===== src/rtl/tmds_rx_aligner_pkg.sv =====
// Shared TMDS definitions: control token codes, aligner FSM states and the
// bit-offset wrap helper used by the receive aligner.
package tmds_pkg;

    localparam logic [9:0] TOKEN_C00 = 10'b1101010100;
    localparam logic [9:0] TOKEN_C01 = 10'b0010101011;
    localparam logic [9:0] TOKEN_C10 = 10'b0101010100;
    localparam logic [9:0] TOKEN_C11 = 10'b1010101011;

    localparam logic [3:0] OFFSET_MAX = 4'd9;

    typedef enum logic [0:0] {
        SEARCH = 1'b0,
        LOCKED = 1'b1
    } aligner_state_e;

    // Advance the symbol bit offset, wrapping 9 back to 0.
    function automatic logic [3:0] next_offset(input logic [3:0] offset);
        logic [3:0] result;
        if (offset == OFFSET_MAX) begin
            result = 4'd0;
        end else begin
            result = offset + 4'd1;
        end
        return result;
    endfunction

endpackage


===== src/rtl/tmds_token_detect.sv =====
// Combinational TMDS control token detector. Reports whether a 10-bit
// symbol is one of the four control tokens and, if so, its {C1,C0} code.
module tmds_token_detect
    import tmds_pkg::*;
(
    input  logic [9:0] data,
    output logic       tok,
    output logic [1:0] code
);

    // Compare the symbol against each control token
    always_comb begin
        tok  = 1'b1;
        code = 2'b00;
        case (data)
            TOKEN_C00: code = 2'b00;
            TOKEN_C01: code = 2'b01;
            TOKEN_C10: code = 2'b10;
            TOKEN_C11: code = 2'b11;
            default: begin
                tok  = 1'b0;
                code = 2'b00;
            end
        endcase
    end

endmodule


===== src/rtl/tmds_rx_aligner.sv =====
// TMDS receive word aligner for one channel. Slides a 10-bit window over
// two consecutive deserializer words, hunts for runs of control tokens to
// find the symbol boundary, and holds that offset while tokens keep showing
// up during blanking.
module tmds_rx_aligner
    import tmds_pkg::*;
#(
    parameter int LOCK_TOKENS    = 16,
    parameter int SEARCH_TIMEOUT = 4096,
    parameter int LOSS_TIMEOUT   = 8192
) (
    input  logic       i_clk,
    input  logic       i_rst,
    input  logic [9:0] i_data,
    input  logic       i_resync,
    output logic [9:0] o_data,
    output logic       o_ctrl,
    output logic [1:0] o_ctrl_code,
    output logic       o_locked,
    output logic [3:0] o_offset
);

    localparam int RUN_W  = $clog2(LOCK_TOKENS + 1);
    localparam int TMO_W  = $clog2(SEARCH_TIMEOUT + 1);
    localparam int LOSS_W = $clog2(LOSS_TIMEOUT + 1);

    localparam logic [RUN_W-1:0]  RUN_LAST  = RUN_W'(LOCK_TOKENS - 1);
    localparam logic [TMO_W-1:0]  TMO_LAST  = TMO_W'(SEARCH_TIMEOUT - 1);
    localparam logic [LOSS_W-1:0] LOSS_LAST = LOSS_W'(LOSS_TIMEOUT - 1);
    localparam logic [RUN_W-1:0]  RUN_ZERO  = RUN_W'(0);
    localparam logic [TMO_W-1:0]  TMO_ZERO  = TMO_W'(0);
    localparam logic [LOSS_W-1:0] LOSS_ZERO = LOSS_W'(0);

    logic [9:0]        prev_r;
    logic [19:0]       window_s;
    logic [9:0]        aligned_s;
    logic              tok_s;
    logic [1:0]        code_s;
    logic [1:0]        ctrl_code_s;

    aligner_state_e    state_r;
    aligner_state_e    state_s;
    logic [RUN_W-1:0]  run_cnt_r;
    logic [RUN_W-1:0]  run_cnt_s;
    logic [TMO_W-1:0]  tmo_cnt_r;
    logic [TMO_W-1:0]  tmo_cnt_s;
    logic [LOSS_W-1:0] loss_cnt_r;
    logic [LOSS_W-1:0] loss_cnt_s;
    logic [3:0]        offset_s;
    logic              locked_s;

    // The previous word supplies the earlier bits, so bit 0 of the window is the oldest bit.
    assign window_s = {i_data, prev_r};

    // Extract the candidate symbol starting at the current bit offset
    always_comb begin
        aligned_s = 10'(window_s >> o_offset);
    end

    tmds_token_detect u_token_detect (
        .data (aligned_s),
        .tok  (tok_s),
        .code (code_s)
    );

    // State register: FSM state, counters, offset and lock flag
    always_ff @(posedge i_clk or posedge i_rst) begin
        if (i_rst) begin
            state_r    <= SEARCH;
            run_cnt_r  <= RUN_ZERO;
            tmo_cnt_r  <= TMO_ZERO;
            loss_cnt_r <= LOSS_ZERO;
            o_offset   <= 4'd0;
            o_locked   <= 1'b0;
        end else begin
            state_r    <= state_s;
            run_cnt_r  <= run_cnt_s;
            tmo_cnt_r  <= tmo_cnt_s;
            loss_cnt_r <= loss_cnt_s;
            o_offset   <= offset_s;
            o_locked   <= locked_s;
        end
    end

    // Next-state logic: resync beats lock, lock beats search timeout
    always_comb begin
        state_s    = state_r;
        run_cnt_s  = run_cnt_r;
        tmo_cnt_s  = tmo_cnt_r;
        loss_cnt_s = loss_cnt_r;
        offset_s   = o_offset;
        if (i_resync) begin
            state_s    = SEARCH;
            run_cnt_s  = RUN_ZERO;
            tmo_cnt_s  = TMO_ZERO;
            loss_cnt_s = LOSS_ZERO;
        end else begin
            case (state_r)
                SEARCH: begin
                    if (tok_s && (run_cnt_r == RUN_LAST)) begin
                        state_s    = LOCKED;
                        run_cnt_s  = RUN_ZERO;
                        tmo_cnt_s  = TMO_ZERO;
                        loss_cnt_s = LOSS_ZERO;
                    end else if (tmo_cnt_r == TMO_LAST) begin
                        offset_s  = next_offset(o_offset);
                        run_cnt_s = RUN_ZERO;
                        tmo_cnt_s = TMO_ZERO;
                    end else begin
                        tmo_cnt_s = tmo_cnt_r + TMO_W'(1);
                        if (tok_s) begin
                            run_cnt_s = run_cnt_r + RUN_W'(1);
                        end else begin
                            run_cnt_s = RUN_ZERO;
                        end
                    end
                end
                LOCKED: begin
                    if (tok_s) begin
                        loss_cnt_s = LOSS_ZERO;
                    end else if (loss_cnt_r == LOSS_LAST) begin
                        state_s    = SEARCH;
                        offset_s   = next_offset(o_offset);
                        run_cnt_s  = RUN_ZERO;
                        tmo_cnt_s  = TMO_ZERO;
                        loss_cnt_s = LOSS_ZERO;
                    end else begin
                        loss_cnt_s = loss_cnt_r + LOSS_W'(1);
                    end
                end
                default: begin
                    state_s    = SEARCH;
                    run_cnt_s  = RUN_ZERO;
                    tmo_cnt_s  = TMO_ZERO;
                    loss_cnt_s = LOSS_ZERO;
                end
            endcase
        end
    end

    // Output decode: lock flag follows the next state, code is zero off-token
    always_comb begin
        if (state_s == LOCKED) begin
            locked_s = 1'b1;
        end else begin
            locked_s = 1'b0;
        end
        if (tok_s) begin
            ctrl_code_s = code_s;
        end else begin
            ctrl_code_s = 2'b00;
        end
    end

    // Datapath register: previous word and the aligned symbol outputs
    always_ff @(posedge i_clk or posedge i_rst) begin
        if (i_rst) begin
            prev_r      <= 10'd0;
            o_data      <= 10'd0;
            o_ctrl      <= 1'b0;
            o_ctrl_code <= 2'b00;
        end else begin
            prev_r      <= i_data;
            o_data      <= aligned_s;
            o_ctrl      <= tok_s;
            o_ctrl_code <= ctrl_code_s;
        end
    end

endmodule


===== config.mk =====
export PLATFORM = sky130hd
export DESIGN_NAME = tmds_rx_aligner
export DESIGN_NICKNAME = d
export VERILOG_FILES = /design/src/rtl/tmds_rx_aligner_pkg.sv /design/src/rtl/tmds_token_detect.sv /design/src/rtl/tmds_rx_aligner.sv
export SDC_FILE = /design/constraint.sdc
export NUM_CORES = 1
export LEC_CHECK = 0
export BUFFER_PORTS_ARGS = -buffer_cell sky130_fd_sc_hd__clkbuf_2
export CAP_MARGIN = 20
export CORE_MARGIN = 8
export CORE_UTILIZATION = 45
export CTS_CLUSTER_DIAMETER = 40
export DETAILED_ROUTE_END_ITERATION = 12
export GPL_ROUTABILITY_DRIVEN = 0
export HOLD_SLACK_MARGIN = 0.06
export PLACE_DENSITY = 0.72
export SLEW_MARGIN = 20
export SYNTH_ARGS = -nofsm -noshare
export SYNTH_HDL_FRONTEND = slang
export SYNTH_SLANG_ARGS = --single-unit

===== constraint.sdc =====
create_clock -name i_clk -period 3.7 [get_ports i_clk]
set_input_delay 0.74 -clock i_clk [delete_from_list [all_inputs] [get_ports i_clk]]
set_output_delay 0.74 -clock i_clk [all_outputs]
set_load 0.01 [all_outputs]

==> flow_summary.rst, run 1 <==
.. list-table::
   :header-rows: 1

   * - Metric
     - Value
   * - Buffers on Ports
     - 30
   * - Hpwl dp
     - about 6400 µm
   * - Worst min-delay path category
     - register to register
   * - Leakage power total
     - between 1.5 and 2 nW
   * - Die area
     - ~0.011 mm²
   * - # diodes
     - 0
   * - Post-detailed-route DRC marker count
     - 0
   * - H-tree lvl count
     - 3
   * - Post-route core utilization
     - between 50 and 60%
   * - Share of final-layout standard cells stronger than drive strength 1
     - a little under a quarter
   * - Worst-skew pair later-pin latency
     - approximately 0.35 ns
   * - Ratio of total power to cell area
     - roughly 330 mW/mm²
   * - DP Worst Slack
     - between 0.08 and 0.09 ns
   * - Endpoint arrival time on the critical path
     - about 3.7 ns
   * - Clock Sink Count
     - 60
   * - Kind of end point of the critical path
     - register
   * - Part of the power in the clock network
     - roughly 43%
   * - Post-Layout Inst Area
     - approximately 0.0042 mm²
   * - Final setup viols
     - 0
   * - Required time of the critical path
     - a little under 4 ns
   * - Count of flip-flops with a built-in enable after synthesis
     - 0
   * - Final critical delay including setup and external delays
     - 3.43 ns
   * - Area of the core
     - ~0.008 mm²
   * - Sw Pwr
     - about 0.34 mW
   * - Finished Layout Cells
     - just over 500
   * - Nets in the synthesized netlist
     - 370
   * - Cell taking the most area after synthesis
     - dfrtp_1
   * - CP max-delay cell
     - dfrtp_1
   * - Post-layout worst setup margin
     - 0.273 ns
   * - Count of max-cap constraint violations
     - 0
   * - Worst path top cell family by delay
     - simple AND/OR/NAND/NOR gates
   * - Largest cells by area after synthesis
     - dfrtp_1, mux4_2, mux2i_1
   * - Mapped Area
     - ~0.0037 mm²
   * - Number of storage elements in the synthesis netlist
     - 60
   * - Drt initial violations
     - approximately 100
   * - Cell count after synthesis
     - around 350
   * - GR Overflow Total
     - 0
   * - Logic gate share of total power
     - ~8%
   * - Worst hold-check slack
     - 0.495 ns
   * - Effective utilization at floorplan
     - approximately 46%
   * - Post-Route WL
     - roughly 8600 µm
   * - Highest clock frequency the design can meet
     - slightly below 300 MHz
   * - Status
     - complete, no violations
   * - Seq pwr share
     - 49.1%
   * - Slowest cell delay on critical path
     - approximately 0.68 ns
   * - Number of nets still failing antenna checks after routing
     - 0
   * - Prevailing post-synth register cell
     - dfrtp_1
   * - Die W
     - 106 µm
   * - GRT Util Overall
     - around 16%
   * - Reg clk slew, reported paths
     - 0.06 ns
   * - Ratio of routed vias to standard cells
     - roughly 6
   * - Share of the cycle needed by the critical path after routing
     - between 90% and 100%
   * - Number of placed instances, taps included
     - just under 500
   * - Worst supply voltage drop on vdd
     - roughly 0.21 mV
   * - Buf/Inv on CP
     - 1
   * - Count of endpoints failing hold in the final timing report
     - 0
   * - Number of distinct library cell variants in the gate-level netlist after synthesis
     - 63
   * - Instance area at placement
     - around 0.004 mm²
   * - Root Buffer Master
     - clkbuf_8
   * - Pins over their slew limit
     - 0
   * - Number of antenna violations at the first check in global routing
     - 0
   * - Crit path kind
     - register to register
   * - Max Root-Sink Buffers
     - 2
   * - Detailed Routing Iterations Pass 1
     - 4
   * - Tightest Pin Transition
     - between 0.8 and 0.9 ns
   * - Setup repair after global routing missed its margin
     - false
   * - Die span in y
     - 106 µm
   * - Via count of the first global-routing pass
     - ~3.0k
   * - Setup clock skew after layout
     - between 0.01 and 0.015 ns
   * - Maximum fanout count along the critical path
     - 21
   * - Total via count after detailed routing
     - 2,987
   * - Overall power after layout
     - approximately 1.4 mW
   * - Syn. warnings
     - 0
   * - Internal power summed over all cells
     - between 1 and 1.5 mW
   * - Average footprint of a synthesized cell
     - approximately 10 µm²
   * - Sw Ratio
     - around 24%
   * - Sort of element at the start of the critical path
     - register
   * - Placement Rows
     - 33
   * - Area fraction of the dominant cell type after synthesis
     - between 40% and 50%
   * - Wire length of the first global-routing pass
     - roughly 14,000 µm
   * - Setup Total Neg Slack
     - 0 ns
   * - Share of flip-flops with an asynchronous set or reset
     - between 90% and 100%
   * - Sequential-to-total area share from yosys stat
     - around two fifths
   * - Average wire per standard cell
     - 17.1 µm
   * - Cell breakdown of the critical path
     - buf_4, mux4_2, mux2_2, o22ai_1, o2111a_1, nand4_1, and3_2, or4_1, a21oi_1
   * - CTS tree
     - built
   * - Net total in the final layout
     - 410
   * - Number of buffers created by CTS
     - 9
   * - Normalized max-slew margin
     - between 40% and 50%
   * - Layout overhead on the synthesized area
     - 14.2%
   * - Num ports
     - 31
   * - Pin count of the biggest net entering global routing
     - 40
-- metal layers --
metal  vias to the layer above  routed length [µm]  track usage (%)
li1                       1433                   -                -
met5                         -                   0                0
met4                         0                 274             7.84
met1                      1444                3640             18.6
met2                        86                4230             26.1
met3                        24                 444             3.93
-- area by class of cell --
type | instances | area, µm²
Sequential cell | 60 | 1500
Tap cell | 105 | 131
Fill cell | 754 | 3880
Multi-Input combinational cell | 262 | 2020
Clock buffer | 13 | 159
Timing Repair Buffer | 49 | 305
Clock inverter | 3 | 45.0
Inverter | 11 | 41.3
-- registers in the layout, summed over array words and instances, names as in the netlist --
name / flops
loss_cnt_r: 14
o_ctrl: 1
o_ctrl_code: 2
tmo_cnt_r: 13
o_offset: 4
run_cnt_r: 5
o_locked: 1
prev_r: 10
o_data: 10
-- Yosys cell counts, types with 5 or more instances --
| cell type | number |
|---|---|
| mux2i_1 | 13 |
| o21ai_0 | 11 |
| nor2_1 | 18 |
| or3_1 | 9 |
| dfrtp_1 | 60 |
| mux4_2 | 17 |
| buf_2 | 7 |
| mux2_1 | 6 |
| nand2_1 | 32 |
| nand4_1 | 5 |
| o21ai_1 | 8 |
| nand3_1 | 15 |
| nor3_1 | 6 |
| and3_1 | 6 |
| a31oi_1 | 5 |
| o31ai_1 | 9 |
| or4_1 | 8 |
| nor2b_1 | 5 |
| a21oi_1 | 24 |
| clkbuf_1 | 7 |
| inv_1 | 10 |
-- path summary, 6_finish.rpt --
kind                              startpoint              to  slack (ns)  depth (start not counted)
worst max-delay path             o_offset[1]  loss_cnt_r[11]        0.27                          9
worst min-delay path            run_cnt_r[4]    run_cnt_r[4]        0.50                          2
worst max register to register   o_offset[1]  loss_cnt_r[11]        0.27                          9
worst min register to register  run_cnt_r[4]    run_cnt_r[4]        0.50                          2
max in group asynchronous              i_rst       prev_r[1]        2.45                          3
min in group asynchronous              i_rst       o_data[6]        0.54                          2
-- worst reg2reg max path: cells and delay by family (launching register included) --
family          cells  cell delay (ns)
simple gates        3             1.00
mux                 2             0.81
flops               1             0.68
compound gates      3             0.60
buf+inv             1             0.25
-- power groups by stage --
stage	clock [mW]	combinational (mW)	sequential, mW
4_1_cts	0.619	0.114	0.690
6_report	0.605	0.113	0.692
5_1_grt	0.644	0.124	0.693
3_3_place_gp	0	0.110	0.702
3_5_place_dp	0	0.113	0.703
2_1_floorplan	0	0.0695	0.701
-- logic make-up (layout without fill, tap and decap cells) --
kind of cell | count (synthesis) | after routing | synth area share [%]
AOI/OAI and AO/OA | 86 | 86 | 15.5
xor gates and xnor gates | 3 | 3 | 0.713
adders and majority gates | 4 | 4 | 1.36
buffers and inverters | 31 | 76 | 4.31
DFF | 60 | 60 | 40.8
muxes | 42 | 42 | 18.4
and+or+nand+nor | 127 | 127 | 19.0
-- what timing repair did --
| item | 4_1_cts | 5_1_grt |
|---|---|---|
| hold buffers | 0 | 0 |
| buffers inserted | 0 | 0 |
| gates resized for setup | 0 | 1 |
| setup endpoints to repair | 0 | 6 |
-- layout by cell type, fill, tap and decap left out, types with 13 or more instances in the layout --
cell type / instances
a21oi_1: 24
buf_4: 18
clkbuf_2: 30
dfrtp_1: 60
mux2i_1: 13
mux4_2: 17
nand2_1: 32
nand3_1: 15
nor2_1: 18
Power figures use the tool's default switching activity.
==> run 2, diff against run 1 <==
SYNTH_HIERARCHICAL = 1   (was not set)
==> run 2 against run 1 <==
Compared with the run above: synthesized cell count decreased by 7.9%; worst hold slack worse by 0.15 ns; total power down 5.5%; utilization increased by 1.2 points; sequential share of layout area rose by 3.5 points; wire length down 14%; cell count down 7.4%; critical path depth is 4 higher.
==> flow_summary.rst, run 2 <==
.. list-table::
   :header-rows: 1

   * - Metric
     - Value
   * - Prevailing post-synth register cell
     - dfrtp_1
   * - Maximum fanout count along the critical path
     - 8
   * - Area fraction of the dominant cell type after synthesis
     - a little under half
   * - Share of the cycle needed by the critical path after routing
     - 90.2%
   * - Setup clock skew after layout
     - ~0.0067 ns
   * - Count of max-cap constraint violations
     - 0
   * - Number of buffers created by CTS
     - 9
   * - Die area
     - between 0.01 and 0.015 mm²
   * - Worst supply voltage drop on vdd
     - 0.140 mV
   * - Post-Route WL
     - between 7000 and 8000 µm
   * - Placement Rows
     - 31
   * - Max Root-Sink Buffers
     - 2
   * - Net total in the final layout
     - 380
   * - Setup repair after global routing missed its margin
     - false
   * - Crit path kind
     - register to register
   * - Reg clk slew, reported paths
     - approximately 0.070 ns
   * - Tightest Pin Transition
     - 0.563 ns
   * - Count leader, synth
     - dfrtp_1
   * - Mapped Area
     - 0.00333 mm²
   * - Status
     - complete, no violations
   * - Average wire per standard cell
     - 15.9 µm
   * - Met1 Usage GRT
     - a little over 20%
   * - Normalized max-slew margin
     - slightly above 60%
   * - Most frequent cells in the layout
     - dfrtp_1, o21ai_0, nand2_1
   * - Detailed Routing Iterations Pass 1
     - 5
   * - Highest clock frequency the design can meet
     - ~300 MHz
   * - Root Buffer Master
     - clkbuf_8
   * - Via count of the first global-routing pass
     - 2,461
   * - Layer carrying the most global-route usage
     - met2
   * - Number of storage elements in the synthesis netlist
     - 60
   * - Clock Sink Count
     - 60
   * - Ratio of total power to cell area
     - between 300 and 400 mW/mm²
   * - Worst min-delay path category
     - input port to asynchronous set/reset pin
   * - Buffers on Ports
     - 30
   * - Kind of end point of the critical path
     - register
   * - Most numerous cell types in the synthesized netlist
     - dfrtp_1, o21ai_0, nand2_1, nor2_1, mux2i_1
   * - Number of nets still failing antenna checks after routing
     - 0
   * - Hpwl dp
     - ~5300 µm
   * - Syn. warnings
     - 6
   * - Sort of element at the start of the critical path
     - register
   * - Endpoint arrival time on the critical path
     - 3.56 ns
   * - Largest register by flop count
     - loss_cnt_r
   * - Largest cells by area after synthesis
     - dfrtp_1, mux4_2, o21ai_0
   * - Effective utilization at floorplan
     - a little under half
   * - Setup Total Neg Slack
     - 0 ns
   * - Pins over their slew limit
     - 0
   * - Final critical delay including setup and external delays
     - between 3 and 4 ns
   * - Post-CTS setup buffers
     - 0
   * - Largest registers
     - loss_cnt_r: 14 flops, tmo_cnt_r: 13 flops
   * - Cell taking the most area after synthesis
     - dfrtp_1
   * - GRT Util Overall
     - between 15 and 20%
   * - Cell count after synthesis
     - between 300 and 400
   * - Sequential-to-total area share from yosys stat
     - a little under half
   * - Commonest non-fill, non-tap cell in the layout
     - dfrtp_1
   * - Total of fill cells in the finished design
     - ~660
   * - Drt initial violations
     - 229
   * - Share of flip-flops with an asynchronous set or reset
     - 100%
   * - Count of flip-flops with a built-in enable after synthesis
     - 0
   * - Die W
     - 102 µm
   * - GR Util met3
     - approximately 2.4%
   * - H-tree lvl count
     - 3
   * - Post-route core utilization
     - 53.2%
   * - Count of endpoints failing hold in the final timing report
     - 0
   * - Flip-flop count of the largest register after layout
     - 14
   * - Number of distinct library cell variants in the gate-level netlist after synthesis
     - 55
   * - Layout overhead on the synthesized area
     - 15.2%
   * - Share of final-layout standard cells stronger than drive strength 1
     - 24.0%
   * - Worst-skew pair later-pin latency
     - 0.34 ns
   * - Area of the core
     - between 0.007 and 0.008 mm²
   * - # diodes
     - 0
   * - Pin count of the biggest net entering global routing
     - 45
   * - Worst hold-check slack
     - 0.346 ns
   * - Post-detailed-route DRC marker count
     - 0
   * - Leakage power total
     - ~1.7 nW
   * - Number of antenna violations at the first check in global routing
     - 0
   * - Met2 track demand over resource in global routing
     - 22.0%
   * - CTS tree
     - built
   * - GR Overflow Total
     - 0
   * - Required time of the critical path
     - 3.92 ns
   * - Average footprint of a synthesized cell
     - roughly 10 µm²
   * - Nets in the synthesized netlist
     - around 340
   * - Num ports
     - 31
   * - Final setup viols
     - 0
   * - Total via count after detailed routing
     - 2,659
   * - Die span in y
     - slightly above 100 µm
   * - Wire length of the first global-routing pass
     - roughly 12,000 µm
   * - Ratio of routed vias to standard cells
     - ~5.7
==> run 2: cell count changes after synthesis, moves of 7 or more <==
cell     before  now
a21oi_1      24   13
mux4_2       17    8
o21ai_0      11   34
o21ai_1       8    1
or3_1         9    0
or4_1         8    0
==> run 2: final timing paths <==
kind / slack, ns / end / cells after the start / startpoint
hold reg to reg: 0.48 / loss_cnt_r[13] / 1 / loss_cnt_r[13]
max in group asynchronous: 2.43 / o_offset[0] / 3 / i_rst
setup / recovery: 0.36 / o_offset[3] / 13 / o_offset[0]
hold / removal: 0.35 / loss_cnt_r[11] / 2 / i_rst
setup reg to reg: 0.36 / o_offset[3] / 13 / o_offset[0]
min in group i_clk: 0.48 / loss_cnt_r[13] / 1 / loss_cnt_r[13]
==> run 2: what timing repair did <==
action	4_1_cts	5_1_grt
endpoints found under the setup margin	0	15
endpoints found under the hold margin	0	0
hold buffers	0	0
resized for setup	0	2
==> run 2: cells by family (layout without fill, tap and decap cells) <==
| logic type | count (synthesis) | after routing | share of synthesized area, % |
|---|---|---|---|
| multiplexers | 32 | 32 | 12.9 |
| AO/OA/AOI/OAI | 85 | 85 | 16.3 |
| flip-flops | 60 | 60 | 45.1 |
| adder cells (fa/ha/maj) | 4 | 4 | 1.50 |
| XOR/XNOR | 8 | 8 | 2.10 |
| AND/OR/NAND/NOR | 111 | 111 | 19.1 |
| buffers and inverters | 25 | 67 | 2.97 |
==> run 2: routing by layer <==
| layer | wire length [µm] | vias up |
|---|---|---|
| li1 | - | 1287 |
| met1 | 3560 | 1284 |
| met2 | 3310 | 75 |
| met3 | 390 | 13 |
| met4 | 146 | 0 |
| met5 | 0 | - |
==> run 2: stage by stage <==
| step | area (µm²) | std cells | setup slack [ns] | total power [mW] |
|---|---|---|---|---|
| after floorplan | 3330 | 325 | 0.250 | 0.749 |
| after global placement | 3640 | 451 | 0.201 | 0.785 |
| after detailed placement | 3640 | 451 | 0.119 | 0.787 |
| after CTS | 3830 | 466 | 0.164 | 1.34 |
| after global routing | 3830 | 466 | 0.0535 | 1.38 |
| final | 3830 | 466 | 0.362 | 1.33 |
==> run 2: worst max-delay path, cell delays in order (launching register included) <==
cell and delay [ns]:
dfrtp_2 0.47, clkinv_1 0.21, buf_4 0.21, mux2i_1 0.24, nand2_1 0.08, and3_1 0.17, a31oi_1 0.34, nand4b_2 0.21
nor3_4 0.15, a31o_1 0.29, a211o_1 0.24, nor2_1 0.06, a32o_2 0.25, a221o_1 0.32
==> run 2: power by group <==
part | internal, mW | switching, mW
Combinational | 0.0383 | 0.0565
Clock | 0.312 | 0.245
Sequential | 0.670 | 0.00933
Total | 1.02 | 0.311
==> run 2: area by class of cell <==
class | instances | area, µm² | area share [%]
Tap cell | 99 | 124 | 3.23
Clock buffer | 14 | 183 | 4.76
Multi-Input combinational cell | 240 | 1730 | 45.2
Timing Repair Buffer | 41 | 245 | 6.39
Sequential cell | 60 | 1500 | 39.2
Inverter | 11 | 41.3 | 1.08
Clock inverter | 1 | 5.00 | 0.131
==> run 3, diff against run 2 <==
==> constraint.sdc (replaced) <==
create_clock -name i_clk -period 3.4 [get_ports i_clk]
set_input_delay 0.68 -clock i_clk [delete_from_list [all_inputs] [get_ports i_clk]]
set_output_delay 0.68 -clock i_clk [all_outputs]
set_load 0.05 [all_outputs]
==> run 3 against run 2 <==
Compared with the run above: setup slack worse by 0.28 ns; clock-buffer cell count down 3; fmax up 0.51%; critical path depth down 1; sequential power up 8.8%; utilization up 3.5 points; cell count up 5.4%; first-iteration DRC count down 29%; total power up 18%; critical path type unchanged; highest routed layer unchanged.
==> flow_summary.rst, run 3 (synthesis results as in run 2) <==
.. list-table::
   :header-rows: 1

   * - Metric
     - Value
   * - Worst-skew pair later-pin latency
     - between 0.3 and 0.4 ns
   * - Total via count after detailed routing
     - around 2.8k
   * - Worst supply voltage drop on vdd
     - roughly 0.20 mV
   * - H-tree lvl count
     - 3
   * - Net total in the final layout
     - 404
   * - Die area
     - around 0.010 mm²
   * - Most frequent cells in the layout
     - dfrtp_1, buf_4, o21ai_0
   * - Pins over their slew limit
     - 0
   * - Ratio of total power to cell area
     - ~390 mW/mm²
   * - Commonest non-fill, non-tap cell in the layout
     - dfrtp_1
   * - Maximum fanout count along the critical path
     - 7
   * - Post-Route WL
     - 7650 µm
   * - Instance area at placement
     - ~0.0037 mm²
   * - Status
     - complete, no violations
   * - Setup Total Neg Slack
     - 0 ns
   * - Post-Layout Inst Area
     - 0.00408 mm²
   * - Layout overhead on the synthesized area
     - 22.7%
   * - Normalized max-slew margin
     - between 50% and 60%
   * - Average wire per standard cell
     - between 15 and 20 µm
   * - Die W
     - 102 µm
   * - Cell breakdown of the critical path
     - buf_4, mux2_2, nor2_1, a21oi_1, mux4_2, nor4b_2, a31o_2, a211o_1, nor2_1, a32o_2, o21ai_1, a221o_1
   * - Tightest Pin Transition
     - between 0.6 and 0.7 ns
   * - Worst reg2reg path depth
     - 12
   * - Root Buffer Master
     - clkbuf_8
   * - Kind of end point of the critical path
     - register
   * - Via count of the first global-routing pass
     - between 2k and 3k
   * - Worst min-delay path category
     - input port to asynchronous set/reset pin
   * - Worst-case register-to-register setup slack
     - 0.08 ns
   * - Leakage power total
     - 1.85 nW
   * - Worst hold-check slack
     - about 0.36 ns
   * - Number of placed instances, taps included
     - approximately 460
   * - Pin count of the biggest net entering global routing
     - 27
   * - Number of buffers created by CTS
     - 9
   * - Clock Sink Count
     - 60
   * - Post-detailed-route DRC marker count
     - 0
   * - Drt initial violations
     - 163
   * - Num ports
     - 31
   * - Largest registers
     - loss_cnt_r: 14 flops, tmo_cnt_r: 13 flops
   * - Crit path kind
     - register to register
   * - Final critical delay including setup and external delays
     - between 3 and 4 ns
   * - Number of nets still failing antenna checks after routing
     - 0
   * - CTS hold repair buffers
     - 0
   * - Slowest cell delay on critical path
     - roughly 0.52 ns
   * - Worst R2R Start
     - o_offset[1]
   * - Endpoint of the worst setup timing path
     - o_offset[3]
   * - Reg clk slew, reported paths
     - roughly 0.07 ns
   * - Largest register by flop count
     - loss_cnt_r
   * - CP startpoint
     - o_offset[1]
   * - Max Root-Sink Buffers
     - 2
   * - Worst reg2reg path endpoint
     - o_offset[3]
   * - Number of antenna violations at the first check in global routing
     - 0
   * - # diodes
     - 0
   * - Sort of element at the start of the critical path
     - register
   * - Die span in y
     - 102 µm
   * - Setup clock skew after layout
     - approximately 0.0054 ns
   * - Detailed Routing Iterations Pass 1
     - 4
   * - Share of the cycle needed by the critical path after routing
     - a little over nine tenths
   * - CP max-delay cell
     - dfrtp_4
   * - Count of max-cap constraint violations
     - 0
   * - Placement Rows
     - 31
   * - Buffers on Ports
     - 30
   * - Endpoint arrival time on the critical path
     - ~3.6 ns
   * - GR Overflow Total
     - 0
   * - GRT Util Overall
     - approximately 16%
   * - CTS tree
     - built
   * - Final setup viols
     - 0
   * - Area of the core
     - between 0.007 and 0.008 mm²
   * - Required time of the critical path
     - about 3.6 ns
   * - Cell occurring most often along the worst timing path
     - nor2_1
   * - Finished Layout Cells
     - 491
   * - Ratio of routed vias to standard cells
     - 5.65
   * - Effective utilization at floorplan
     - between 40% and 50%
   * - Highest clock frequency the design can meet
     - ~300 MHz
   * - Wire length of the first global-routing pass
     - 12,900 µm
   * - Hpwl dp
     - approximately 5500 µm
   * - Share of final-layout standard cells stronger than drive strength 1
     - 31.9%
   * - Flip-flop count of the largest register after layout
     - 14
   * - Count of endpoints failing hold in the final timing report
     - 0
## run 3: changes by cell type in the layout (fill, tap and decap cells not counted), sizes merged
cell    change
bufinv      +2
clkbuf      -3
buf        +24
clkinv      +2
## run 3: power breakdown
group / leakage, nW / internal [mW] / switching, mW / total, mW
Sequential: 0.781 / 0.729 / 0.00984 / 0.739
Clock: 0.113 / 0.429 / 0.272 / 0.701
Combinational: 0.952 / 0.0491 / 0.0841 / 0.133
Total: 1.85 / 1.21 / 0.366 / 1.57
## run 3: how the worst min path moves through the flow
stage | from | endpoint | slack [ns] | depth (start not counted)
4_1_cts | i_rst | tmo_cnt_r[5] | 0.37 | 2
3_5_place_dp | loss_cnt_r[13] | loss_cnt_r[13] | 0.48 | 1
3_3_place_gp | loss_cnt_r[13] | loss_cnt_r[13] | 0.46 | 1
5_1_grt | i_rst | tmo_cnt_r[5] | 0.40 | 2
2_1_floorplan | loss_cnt_r[13] | loss_cnt_r[13] | 0.44 | 1
6_report | i_rst | tmo_cnt_r[5] | 0.36 | 2
## run 3: what timing repair did
item                       4_1_cts  5_1_grt
pin swaps                        0        1
buffers inserted                 0       11
setup endpoints to repair        5       26
resized for setup                2       12
## run 3: cell type report
class,instances,area [µm²]
Fill cell,639,3130
Multi-Input combinational cell,240,1780
Sequential cell,60,1510
Timing Repair Buffer,65,413
Clock buffer,11,141
Tap cell,99,124
Clock inverter,5,75.1
Inverter,11,41.3
## run 3: routing by layer
metal  routed length, µm  vias up  GRT usage, %
met3                 363        9          2.66
li1                    -     1333             -
met4                 144        0          8.58
met1                3630     1366          21.2
met5                   0        -             0
met2                3510       68          23.4
## run 3: critical path, delay by kind of cell (launching register included)
kind / cells / cell delay (ns)
and+or+nand+nor: 3 / 0.40
muxes: 2 / 0.80
AOI/OAI and AO/OA: 6 / 1.30
DFF: 1 / 0.52
buffers and inverters: 1 / 0.18
## run 3: per-stage QoR
stage / setup WS [ns] / power (mW) / utilization, %
finish: 0.0791 / 1.57 / 56.6
global placement: -0.0173 / 0.879 / 51.8
CTS: 0.0541 / 1.59 / 54.8
global route: -0.0420 / 1.64 / 56.6
detailed placement: -0.130 / 0.881 / 51.8
floorplan: 0.00359 / 0.834 / -
